### src/rtl/ofdm_sync_pkg.sv
// rtl/ofdm_sync_pkg.sv - shared types and defaults for the OFDM symbol-sync scheduler
package ofdm_sync_pkg;

  typedef enum logic [1:0] {
    ST_IDLE    = 2'd0,
    ST_RECOVER = 2'd1,
    ST_SEARCH  = 2'd2,
    ST_LOCKED  = 2'd3
  } sync_state_e;

  localparam int unsigned DEF_SYM_LEN        = 64;
  localparam int unsigned DEF_SYMS_PER_FRAME = 16;
  localparam int unsigned DEF_SEARCH_TIMEOUT = 4096;
  localparam int unsigned DEF_RESET_CYCLES   = 4;
  localparam int unsigned STAT_W             = 16;

endpackage

### src/rtl/ofdm_sat_counter.sv
// rtl/ofdm_sat_counter.sv - saturating event counter with synchronous clear
module ofdm_sat_counter #(
  parameter int unsigned WIDTH = 16
) (
  input  logic             clock_clk,
  input  logic             reset_reset,
  input  logic             i_clear,
  input  logic             i_inc,
  output logic [WIDTH-1:0] o_count
);

  localparam logic [WIDTH-1:0] LP_MAX = {WIDTH{1'b1}};

  logic [WIDTH-1:0] r_count;

  always_ff @(posedge clock_clk or posedge reset_reset) begin
    if (reset_reset) begin
      r_count <= '0;
    end else if (i_clear) begin
      r_count <= '0;
    end else if (i_inc && (r_count != LP_MAX)) begin
      r_count <= r_count + WIDTH'(1);
    end
  end

  assign o_count = r_count;

endmodule

### src/rtl/ofdm_sync_scheduler.sv
// rtl/ofdm_sync_scheduler.sv - frame/symbol sequencer and re-arm control for the OFDM symbol-sync stage
// Optional statistics counters enabled by defining OFDM_SYNC_STATS_EN.
module ofdm_sync_scheduler
  import ofdm_sync_pkg::*;
#(
  parameter int unsigned SYM_LEN        = DEF_SYM_LEN,
  parameter int unsigned SYMS_PER_FRAME = DEF_SYMS_PER_FRAME,
  parameter int unsigned SEARCH_TIMEOUT = DEF_SEARCH_TIMEOUT,
  parameter int unsigned RESET_CYCLES   = DEF_RESET_CYCLES,
  parameter int unsigned IDX_W          = (SYMS_PER_FRAME > 1) ? $clog2(SYMS_PER_FRAME) : 1
) (
  input  logic              clock_clk,
  input  logic              reset_reset,
  input  logic              cfg_enable,
  input  logic              sync_pre_sampling,
  input  logic              sync_valid,
  input  logic              sync_sop,
  input  logic              sync_eop,
  output logic              sync_reset,
  output logic              frame_active,
  output logic [IDX_W-1:0]  sym_index,
  output logic              sym_start,
  output logic              frame_done,
  output logic              err_length,
  output logic              err_timeout,
  output logic [STAT_W-1:0] frame_count,
  output logic [STAT_W-1:0] error_count
);

  localparam int unsigned BEAT_W = $clog2(SYM_LEN + 2);
  localparam int unsigned TMR_W  = $clog2(SEARCH_TIMEOUT + 1);
  localparam int unsigned RST_W  = $clog2(RESET_CYCLES + 1);

  localparam logic [BEAT_W-1:0] LP_SYM_LEN  = BEAT_W'(SYM_LEN);
  localparam logic [TMR_W-1:0]  LP_TMR_LAST = TMR_W'(SEARCH_TIMEOUT - 1);
  localparam logic [RST_W-1:0]  LP_RST_LAST = RST_W'(RESET_CYCLES - 1);
  localparam logic [IDX_W-1:0]  LP_IDX_LAST = IDX_W'(SYMS_PER_FRAME - 1);

  sync_state_e       r_state;
  logic [BEAT_W-1:0] r_beat_cnt;
  logic [TMR_W-1:0]  r_timer;
  logic [RST_W-1:0]  r_rst_cnt;
  logic [IDX_W-1:0]  r_sym_index;
  logic              r_sync_reset;
  logic              r_frame_active;
  logic              r_sym_start;
  logic              r_frame_done;
  logic              r_err_length;
  logic              r_err_timeout;

  logic [BEAT_W-1:0] w_beat_next;

  // Count including the beat being presented now.
  assign w_beat_next = r_beat_cnt + BEAT_W'(1);

  always_ff @(posedge clock_clk or posedge reset_reset) begin
    if (reset_reset) begin
      r_state        <= ST_IDLE;
      r_beat_cnt     <= '0;
      r_timer        <= '0;
      r_rst_cnt      <= '0;
      r_sym_index    <= '0;
      r_sync_reset   <= 1'b1;
      r_frame_active <= 1'b0;
      r_sym_start    <= 1'b0;
      r_frame_done   <= 1'b0;
      r_err_length   <= 1'b0;
      r_err_timeout  <= 1'b0;
    end else begin
      r_sym_start   <= 1'b0;
      r_frame_done  <= 1'b0;
      r_err_length  <= 1'b0;
      r_err_timeout <= 1'b0;

      if (!cfg_enable) begin
        r_state        <= ST_IDLE;
        r_sync_reset   <= 1'b1;
        r_frame_active <= 1'b0;
        r_sym_index    <= '0;
        r_beat_cnt     <= '0;
        r_timer        <= '0;
        r_rst_cnt      <= '0;
      end else begin
        case (r_state)
          ST_IDLE: begin
            r_state      <= ST_RECOVER;
            r_rst_cnt    <= '0;
            r_sync_reset <= 1'b1;
          end

          ST_RECOVER: begin
            if (r_rst_cnt == LP_RST_LAST) begin
              r_state      <= ST_SEARCH;
              r_sync_reset <= 1'b0;
              r_timer      <= '0;
            end else begin
              r_rst_cnt <= r_rst_cnt + RST_W'(1);
            end
          end

          ST_SEARCH: begin
            if (!sync_pre_sampling) begin
              r_state        <= ST_LOCKED;
              r_beat_cnt     <= '0;
              r_frame_active <= 1'b1;
            end else if (r_timer == LP_TMR_LAST) begin
              r_err_timeout  <= 1'b1;
              r_state        <= ST_RECOVER;
              r_rst_cnt      <= '0;
              r_sync_reset   <= 1'b1;
              r_sym_index    <= '0;
              r_frame_active <= 1'b0;
            end else begin
              r_timer <= r_timer + TMR_W'(1);
            end
          end

          ST_LOCKED: begin
            if (sync_valid) begin
              // A new SOP before the previous EOP means the sync block slipped.
              if (sync_sop && (r_beat_cnt != '0)) begin
                r_err_length   <= 1'b1;
                r_state        <= ST_RECOVER;
                r_rst_cnt      <= '0;
                r_sync_reset   <= 1'b1;
                r_sym_index    <= '0;
                r_frame_active <= 1'b0;
              end else begin
                r_sym_start <= sync_sop;
                if (sync_eop && (w_beat_next == LP_SYM_LEN)) begin
                  r_state <= ST_SEARCH;
                  r_timer <= '0;
                  if (r_sym_index == LP_IDX_LAST) begin
                    r_frame_done   <= 1'b1;
                    r_sym_index    <= '0;
                    r_frame_active <= 1'b0;
                  end else begin
                    r_sym_index <= r_sym_index + IDX_W'(1);
                  end
                end else if (sync_eop || (w_beat_next > LP_SYM_LEN)) begin
                  r_err_length   <= 1'b1;
                  r_state        <= ST_RECOVER;
                  r_rst_cnt      <= '0;
                  r_sync_reset   <= 1'b1;
                  r_sym_index    <= '0;
                  r_frame_active <= 1'b0;
                end else begin
                  r_beat_cnt <= w_beat_next;
                end
              end
            end
          end

          default: begin
            r_state      <= ST_IDLE;
            r_sync_reset <= 1'b1;
          end
        endcase
      end
    end
  end

  assign sync_reset   = r_sync_reset;
  assign frame_active = r_frame_active;
  assign sym_index    = r_sym_index;
  assign sym_start    = r_sym_start;
  assign frame_done   = r_frame_done;
  assign err_length   = r_err_length;
  assign err_timeout  = r_err_timeout;

`ifdef OFDM_SYNC_STATS_EN
  logic [STAT_W-1:0] w_frame_count;
  logic [STAT_W-1:0] w_error_count;

  ofdm_sat_counter #(.WIDTH(STAT_W)) u_frame_cnt (
    .clock_clk   (clock_clk),
    .reset_reset (reset_reset),
    .i_clear     (1'b0),
    .i_inc       (r_frame_done),
    .o_count     (w_frame_count)
  );

  ofdm_sat_counter #(.WIDTH(STAT_W)) u_error_cnt (
    .clock_clk   (clock_clk),
    .reset_reset (reset_reset),
    .i_clear     (1'b0),
    .i_inc       (r_err_length | r_err_timeout),
    .o_count     (w_error_count)
  );

  assign frame_count = w_frame_count;
  assign error_count = w_error_count;
`else
  assign frame_count = '0;
  assign error_count = '0;
`endif

endmodule

### config.mk
export PLATFORM = sky130hd
export DESIGN_NAME = ofdm_sync_scheduler
export DESIGN_NICKNAME = d
export VERILOG_FILES = /design/src/rtl/ofdm_sync_pkg.sv /design/src/rtl/ofdm_sat_counter.sv /design/src/rtl/ofdm_sync_scheduler.sv
export SDC_FILE = /design/constraint.sdc
export NUM_CORES = 1
export LEC_CHECK = 0
export BUFFER_PORTS_ARGS = -buffer_cell sky130_fd_sc_hd__buf_2
export CORE_UTILIZATION = 35
export DETAILED_ROUTE_END_ITERATION = 16
export PLACE_DENSITY = 0.64
export SYNTH_ARGS = -nofsm -noshare
export SYNTH_HDL_FRONTEND = slang
export SYNTH_HIERARCHICAL = 1
export SYNTH_SLANG_ARGS = --single-unit
### constraint.sdc
create_clock -name clock_clk -period 5.2 [get_ports clock_clk]
set_clock_uncertainty 0.1 [all_clocks]
set_input_delay 0.78 -clock clock_clk [delete_from_list [all_inputs] [get_ports clock_clk]]
set_output_delay 0.78 -clock clock_clk [all_outputs]
set_load 0.02 [all_outputs]
==> run summary, run 1 <==
STATUS
----------------------------------------------------------------------------------------
Result of the run                                                              completed

DIE
----------------------------------------------------------------------------------------
Core Footprint                                                                  6869 µm²
FP Rows                                                                               30
Number of top-level pins                                                              49
Total Die Area                                                                  7543 µm²
Width of the die                                                                86.85 µm
Die span in y                                                                   86.85 µm
Initial core utilization                                                          0.3668

LAYOUT
----------------------------------------------------------------------------------------
Area taken by flip-flops and latches                                           877.1 µm²
Number of nets in the final layout                                                   307
Filler cells                                                                         675
Post-synthesis to final-layout area growth                                        3.724%
Share of layout cells above drive strength 1                                      0.1633
Finished Core Util                                                                0.3805
Number of antenna repair diodes                                                        0
Area occupied by multi-input gates                                              1350 µm²

GLOBAL ROUTE
----------------------------------------------------------------------------------------
Leftover overflow at the end of global routing                                         0
Met1 Use GR                                                                       0.1992
Pin count of the biggest net entering global routing                                  36
Met2 layer usage reported by global route                                         0.2105
Most used routing layer in global routing                                           met2
Vias in the first global route                                                      1713
Met3 track demand over resource                                                  0.02844
First-pass GRT wire length                                                      8.135 mm
Total routing usage reported by global routing                                    0.1389
Antenna violations before repair                                                       0

TIMING
----------------------------------------------------------------------------------------
Headroom to the max-slew limit                                                    0.5422
Fin. max-slew vios                                                                     0
Slew at the pin closest to its max-slew limit                                   681.0 ps
Final critical delay including setup and external delays                         2707 ps
Peak Freq                                                                      369.4 MHz
Final setup violation count                                                            0
Final hold viol count                                                                  0
Setup repair after global routing missed its margin                                false
Share of the clock period used by the worst path after layout                     0.5206
Setup TNS                                                                           0 ps

CTS
----------------------------------------------------------------------------------------
Clock tree root buffer cell                                                     clkbuf_8
Number of clock sinks                                                                 35
Worst-case clock buffer depth                                                          2
Worst-path clk slew                                                                70 ps
Insertion delay to the later sink of the worst-skew pair                          280 ps
TritonCTS clock tree                                                               built
Total clock buffers created by CTS                                                     5
Post-CTS resize count                                                                  0
Count of buffers added by post-CTS timing repair for setup                             0
Cts-stage hold buffer count                                                            0
H-tree levels                                                                          2

WORST SETUP PATH
----------------------------------------------------------------------------------------
Slack of the worst reg-to-reg path                                               2490 ps
Required time reported for the critical path endpoint                            5270 ps
Origin of the critical flop-to-flop path                                    r_beat_cnt[1]
Classification of the worst setup path                                      flip-flop to flip-flop
Worst EP arrival                                                                 2770 ps
Crit path max fanout                                                                   7
Crit end category                                                              flip-flop
RR Endpoint                                                                 r_rst_cnt[2]
Crit path launch                                                            r_beat_cnt[1]
Crit start category                                                            flip-flop
Crit path capture                                                           r_rst_cnt[2]
Worst R2R Path Depth                                                                   7

DRT
----------------------------------------------------------------------------------------
Number of search-and-repair iterations in the first detailed-routing pass              4
Wire length reported by the detailed router                                     4.873 mm
Via count normalized by instance count                                             4.897
Drc violations                                                                         0
Drt first-iter violations                                                            175
WL/cell                                                                         12.49 µm
Remaining number of nets flagged by the antenna check after routing                    0
Total via count in the routed design                                                1910

SYNTHESIS
----------------------------------------------------------------------------------------
Total number of yosys warnings                                                         6
Count of state elements after synthesis                                               35
Register area share after synthesis                                               0.3481
Post-Synthesis Mean Instance Area                                              9.130 µm²
Commonest register cell after synthesis                                          dfrtp_1
Number of different library cells in the post-synthesis netlist                       62
Post-synthesis instance area                                                    2520 µm²
Async set-reset flop share out of synthesis                                        1.000
Cell count after synthesis                                                           276
Number of enable flip-flop cells after synthesis                                       0

PLACE
----------------------------------------------------------------------------------------
Port buffer count                                                                     16
Final HPWL from detailed placement                                              3.543 mm
GP Congestion                                                                     0.8224

POWER AND IR DROP
----------------------------------------------------------------------------------------
Areal power density over the cells                                          217.6 nW/µm²
LEAKAGE                                                                         1.249 nW
Worst IR drop on VDD                                                          0.08207 mV

FLOW RUN
----------------------------------------------------------------------------------------
Max cap viols                                                                          0

HOLD PATH
----------------------------------------------------------------------------------------
Min-Delay Path Class                                                        flip-flop to flip-flop

==> worst max-delay path, cell delays in order (launching register included) <==
cell	delay (ps)
dfrtp_1	450
ha_1	300
and3_2	260
a21oi_1	90
o32ai_1	500
a22oi_1	260
o21ai_2	260
mux2_2	360
==> worst min-delay path by stage <==
stage | startpoint | endpoint | slack, ps | cells after the start
6_report | sync_reset | sync_reset | 380 | 2
3_3_place_gp | sync_reset | sync_reset | 370 | 2
2_1_floorplan | r_timer[12] | r_timer[12] | 350 | 1
4_1_cts | sync_reset | sync_reset | 380 | 2
3_5_place_dp | sync_reset | sync_reset | 370 | 2
5_1_grt | sync_reset | sync_reset | 410 | 2
==> power by group <==
group / switching [mW] / internal [mW] / total (mW)
registers: 0.00529 / 0.276 / 0.281
logic: 0.0552 / 0.0172 / 0.0724
clock network: 0.0942 / 0.121 / 0.215
==> state kept, by name, indices dropped and copies added (netlist names) <==
signal,cells
err_timeout,1
err_length,1
frame_done,1
sync_reset,1
frame_active,1
r_state,2
sym_index,4
sym_start,1
r_beat_cnt,7
r_rst_cnt,3
r_timer,13
==> cell families (layout without fill, tap and decap cells) <==
family / count (synthesis) / after routing / synth area share
DFF: 35 / 35 / 0.3481
other: 1 / 32 / 0.001488
adders and majority gates: 7 / 7 / 0.03476
and+or+nand+nor: 101 / 101 / 0.2219
muxes: 15 / 15 / 0.06306
buffers and inverters: 59 / 46 / 0.1624
AOI/OAI and AO/OA: 58 / 58 / 0.1683
==> routing by layer <==
metal	up-vias	wire length (µm)
li1	950	-
met1	893	2365
met2	65	2177
met3	2	293
met4	0	36
met5	-	0
==> area by class of cell <==
type	count	area share
multi-input cells	213	0.5165
well taps	96	0.04595
flip-flops and latches	35	0.3356
repair buffers	17	0.03351
inverters	21	0.03016
clock buffers	8	0.03830
==> metrics by stage <==
step | setup WS, ps | total power, mW | hold WS, ps | cell area (µm²) | cells
3_5_place_dp | 2535 | 0.3586 | 370.5 | 2514 | 382
3_3_place_gp | 2605 | 0.3570 | 365.7 | 2514 | 382
5_1_grt | 2269 | 0.5975 | 408.6 | 2614 | 390
2_1_floorplan | 2740 | 0.3637 | 348.4 | 2636 | 307
4_1_cts | 2520 | 0.5771 | 380.4 | 2614 | 390
6_report | 2493 | 0.5686 | 381.6 | 2614 | 390
==> synth_stat cells (5+ instances only) <==
master	instances	area share
a21oi_1	13	0.026
a31oi_1	12	0.030
and3_1	7	0.017
buf_4	33	0.098
dfrtp_1	34	0.34
ha_1	7	0.035
inv_1	20	0.030
mux2i_1	11	0.044
nand2_1	26	0.039
nand3_1	11	0.022
nor2_1	21	0.031
nor3_1	6	0.012
o21ai_0	5	0.0099
==> layout by cell type (no fill, tap or decap), types with 4 or more instances in the layout <==
cell / n
clkbuf_8: 7
buf_2: 16
ha_1: 7
a21oi_1: 13
nand2_1: 26
nand3_1: 11
a31oi_1: 12
conb_1: 32
nand2b_1: 4
mux2i_1: 11
o22ai_1: 4
dfrtp_1: 34
nor2_1: 21
inv_1: 20
o21ai_0: 5
and3_1: 7
nor3_1: 6
Note: power is estimated with default switching activity, not from simulation.
==> inputs of run 2 (changes only) <==
- ABC_AREA: default -> 1
- PLACE_DENSITY: 0.64 -> 0.66
- clock period: 5.2 -> 2.2 ns (I/O delays scaled with it)
==> run 2 against run 1 <==
Against the previous run: critical path type unchanged; sequential share of layout area is 0.75 points lower; synthesized cell count is 25% higher; wire length is 3.2% lower.
==> run summary, run 2 <==
CTS
----------------------------------------------------------------------------------------
Clock tree root buffer cell                                                     clkbuf_8   unchanged
Insertion delay to the later sink of the worst-skew pair                          280 ps   about the same
Count of buffers added by post-CTS timing repair for setup                             0   unchanged
H-tree levels                                                                          2   unchanged
TritonCTS clock tree                                                               built   unchanged
Cts-stage hold buffer count                                                            0   unchanged
Total clock buffers created by CTS                                                     5   unchanged
Number of clock sinks                                                                 35   unchanged
Worst-path clk slew                                                                70 ps   about the same
Worst-case clock buffer depth                                                          2   unchanged

PLACE
----------------------------------------------------------------------------------------
Port buffer count                                                                     16   unchanged
Final HPWL from detailed placement                                              3.467 mm   was 3.543 mm
GP Congestion                                                                     0.8351   was 0.8224
Area post-placement                                                             2562 µm²   was 2514 µm²

DIE
----------------------------------------------------------------------------------------
Die span in y                                                                   86.11 µm   was 86.85 µm
Initial core utilization                                                          0.3625   was 0.3668
FP Rows                                                                               30   unchanged
Number of top-level pins                                                              49   unchanged
Core Footprint                                                                  6832 µm²   was 6869 µm²
Width of the die                                                                86.11 µm   was 86.85 µm
Total Die Area                                                                  7415 µm²   was 7543 µm²

WORST SETUP PATH
----------------------------------------------------------------------------------------
Classification of the worst setup path                                      flip-flop to flip-flop   unchanged
Sequence of cells on the critical path                                      ha_2 -> nand2_2 -> nor2_2 -> nand3b_1 -> nand2_2 -> nand2_2 -> nor3_4 -> o21ai_2 -> nand2_4 -> nand2_4 -> nand2_1 -> nand2_1   was ha_1 -> and3_2 -> a21oi_1 -> o32ai_1 -> a22oi_1 -> o21ai_2 -> mux2_2
Cell family contributing the most delay on the critical path                simple AND/OR/NAND/NOR gates   was compound AO/OA/AOI/OAI gates
Cell type of the slowest stage on the worst timing path                          dfrtp_1   was o32ai_1
Required time reported for the critical path endpoint                            2270 ps   was 5270 ps
Crit start category                                                            flip-flop   unchanged
Crit end category                                                              flip-flop   unchanged
Worst EP arrival                                                                 2060 ps   was 2770 ps
Crit path max fanout                                                                  14   was 7
Biggest cell delay along the critical path                                        390 ps   was 500 ps
Cell occurring most often along the worst timing path                            nand2_2
Buffer and inverter count on the worst path                                            0   unchanged

TIMING
----------------------------------------------------------------------------------------
Setup repair after global routing missed its margin                                 true   was false
Fin. max-slew vios                                                                     0   unchanged
Final critical delay including setup and external delays                         1990 ps   was 2707 ps
Final setup violation count                                                            0   unchanged
Share of the clock period used by the worst path after layout                     0.9044   was 0.5206
Final hold viol count                                                                  0   unchanged
Hold_ws                                                                         41.99 ps   was 381.6 ps
Peak Freq                                                                      502.6 MHz   was 369.4 MHz

POWER AND IR DROP
----------------------------------------------------------------------------------------
LEAKAGE                                                                         1.408 nW   was 1.249 nW
Total Power                                                                     1.325 mW   was 0.5686 mW
Areal power density over the cells                                          495.0 nW/µm²   was 217.6 nW/µm²
Worst IR drop on VDD                                                           0.2662 mV   was 0.08207 mV

GLOBAL ROUTE
----------------------------------------------------------------------------------------
Vias in the first global route                                                      1852   was 1713
Antenna violations before repair                                                       0   unchanged
Leftover overflow at the end of global routing                                         0   unchanged
First-pass GRT wire length                                                      8.197 mm   was 8.135 mm
Pin count of the biggest net entering global routing                                  36   unchanged
Total routing usage reported by global routing                                    0.1374   was 0.1389

DRT
----------------------------------------------------------------------------------------
Total via count in the routed design                                                2114   was 1910
Via count normalized by instance count                                             4.566   was 4.897
WL/cell                                                                         10.19 µm   was 12.49 µm
Remaining number of nets flagged by the antenna check after routing                    0   unchanged
Number of search-and-repair iterations in the first detailed-routing pass              4   unchanged
Drt first-iter violations                                                            106   was 175
Wire length reported by the detailed router                                     4.719 mm   was 4.873 mm
Drc violations                                                                         0   unchanged

SYNTHESIS
----------------------------------------------------------------------------------------
Largest area contributor in the netlist                                          dfrtp_1   unchanged
Total number of yosys warnings                                                         6   unchanged
Most instantiated library cell after synthesis                                   nand2_1   was dfrtp_1
Commonest register cell after synthesis                                          dfrtp_1   unchanged
Count of state elements after synthesis                                               35   unchanged
List of most frequent post-synthesis cells                                  100 x nand2_1, 41 x inv_1, 34 x dfrtp_1, 33 x buf_4, 32 x nand3_1   was 34 x dfrtp_1, 33 x buf_4, 26 x nand2_1, 21 x nor2_1, 20 x inv_1
Number of enable flip-flop cells after synthesis                                       0   unchanged
Register area share after synthesis                                               0.3542   was 0.3481
Post-Synthesis Mean Instance Area                                              7.177 µm²   was 9.130 µm²
Number of different library cells in the post-synthesis netlist                       37   was 62
Largest cells by area after synthesis                                       dfrtp_1 34%, nand2_1 15%, buf_4 10%, nand3_1 6.5%, inv_1 6.2%   was dfrtp_1 34%, buf_4 9.8%, mux2i_1 4.4%, nand2_1 3.9%, ha_1 3.5%
Async set-reset flop share out of synthesis                                        1.000   unchanged
Cell count after synthesis                                                           345   was 276
Fraction of synthesized cell area taken by the top area cell type                 0.3436   was 0.3376
Post-synthesis instance area                                                    2476 µm²   was 2520 µm²

LAYOUT
----------------------------------------------------------------------------------------
Area taken by flip-flops and latches                                           878.3 µm²   was 877.1 µm²
Finished Core Util                                                                0.3919   was 0.3805
Area occupied by multi-input gates                                              1280 µm²   was 1350 µm²
Most common cell after layout, fill and taps aside                               nand2_1   was dfrtp_1
Filler cells                                                                         749   was 675
Fin area                                                                        2678 µm²   was 2614 µm²
Number of antenna repair diodes                                                        0   unchanged
Number of nets in the final layout                                                   381   was 307
Flip-flop count of the largest register, all copies and words added                   13   unchanged
Highest-count cells in the layout ignoring fill and taps                    100 x nand2_1, 41 x inv_1, 33 x dfrtp_1   was 34 x dfrtp_1, 32 x conb_1, 26 x nand2_1
Register containing the most flip-flops in the final layout                      r_timer   unchanged
Post-synthesis to final-layout area growth                                        8.135%   was 3.724%
Share of layout cells above drive strength 1                                      0.1662   was 0.1633

STATUS
----------------------------------------------------------------------------------------
Result of the run                                                              completed   unchanged

HOLD PATH
----------------------------------------------------------------------------------------
Min-Delay Path Class                                                        primary input to async pin   was flip-flop to flip-flop

FLOW RUN
----------------------------------------------------------------------------------------
Max cap viols                                                                          0   unchanged

[run 2: changes by cell type after synthesis, moves of 5 or more]
cell / change
mux2i_1: -11
a31oi_1: -11
o21ai_0: +5
inv_1: +21
nand3_1: +21
a21oi_1: -12
and3_1: -7
inv_2: +5
nand2_1: +74
[run 2: cells by family (layout without fill, tap and decap cells)]
family | Yosys count | in the layout | share of synthesized area
AOI/OAI and AO/OA | 21 | 21 | 0.04952
other | 1 | 32 | 0.001514
DFF | 35 | 35 | 0.3542
adders and majority gates | 7 | 7 | 0.03537
xor gates and xnor gates | 4 | 4 | 0.01415
and+or+nand+nor | 193 | 193 | 0.3608
buffers and inverters | 84 | 75 | 0.1844
[run 2: worst min-delay path, stage by stage]
cell and delay, ps:
buf_2 90, inv_1 40, buf_4 400
[run 2: area by class of cell]
| class | instances | area share |
|---|---|---|
| flip-flops and latches | 35 | 0.3280 |
| repair buffers | 21 | 0.04860 |
| multi-input cells | 257 | 0.4780 |
| clock inverters | 1 | 0.001869 |
| inverters | 47 | 0.06776 |
| clock buffers | 6 | 0.03084 |
| well taps | 96 | 0.04486 |
[run 2: repair_timing]
action                     4_1_cts  5_1_grt
gates resized for setup          0        8
setup endpoints to repair        0       28
hold endpoints to repair         0        0
[run 2: where the power goes]
group / leakage (nW) / internal [mW] / switching [mW]
clock: 0.0470 / 0.245 / 0.219
combinational: 0.879 / 0.0428 / 0.150
sequential: 0.481 / 0.659 / 0.00967
[run 2: metrics by stage]
step                      std cells  setup TNS (ps)  worst slack (ps)
after floorplan                 376               0             289.2
after global placement          456               0             186.6
after detailed placement        456               0             132.6
after CTS                       463               0             113.0
after global routing            463          -1.326            -1.326
final                           463               0             210.2
[run 2: per-layer routing]
metal | global-route usage | vias to the layer above | share of wire | wire [µm]
met2 | 0.2193 | 70 | 0.44 | 2093
met5 | 0 | - | 0 | 0
met3 | 0.02214 | 8 | 0.055 | 258
met4 | 0.05606 | 0 | 0.019 | 88
met1 | 0.1850 | 967 | 0.48 | 2278
li1 | - | 1069 | - | -
[run 2: path summary, 6_finish.rpt]
check,start,endpoint,slack (ps),cells after the start
max reg2reg,r_beat_cnt[0],r_timer[1],210,12
min,reset_reset,r_timer[6],40,3
max,r_beat_cnt[0],r_timer[1],210,12
min in group clock_clk,sync_sop,sym_start,230,2
max in group asynchronous,reset_reset,r_beat_cnt[2],1600,3
min reg2reg,sync_reset,sync_reset,390,2
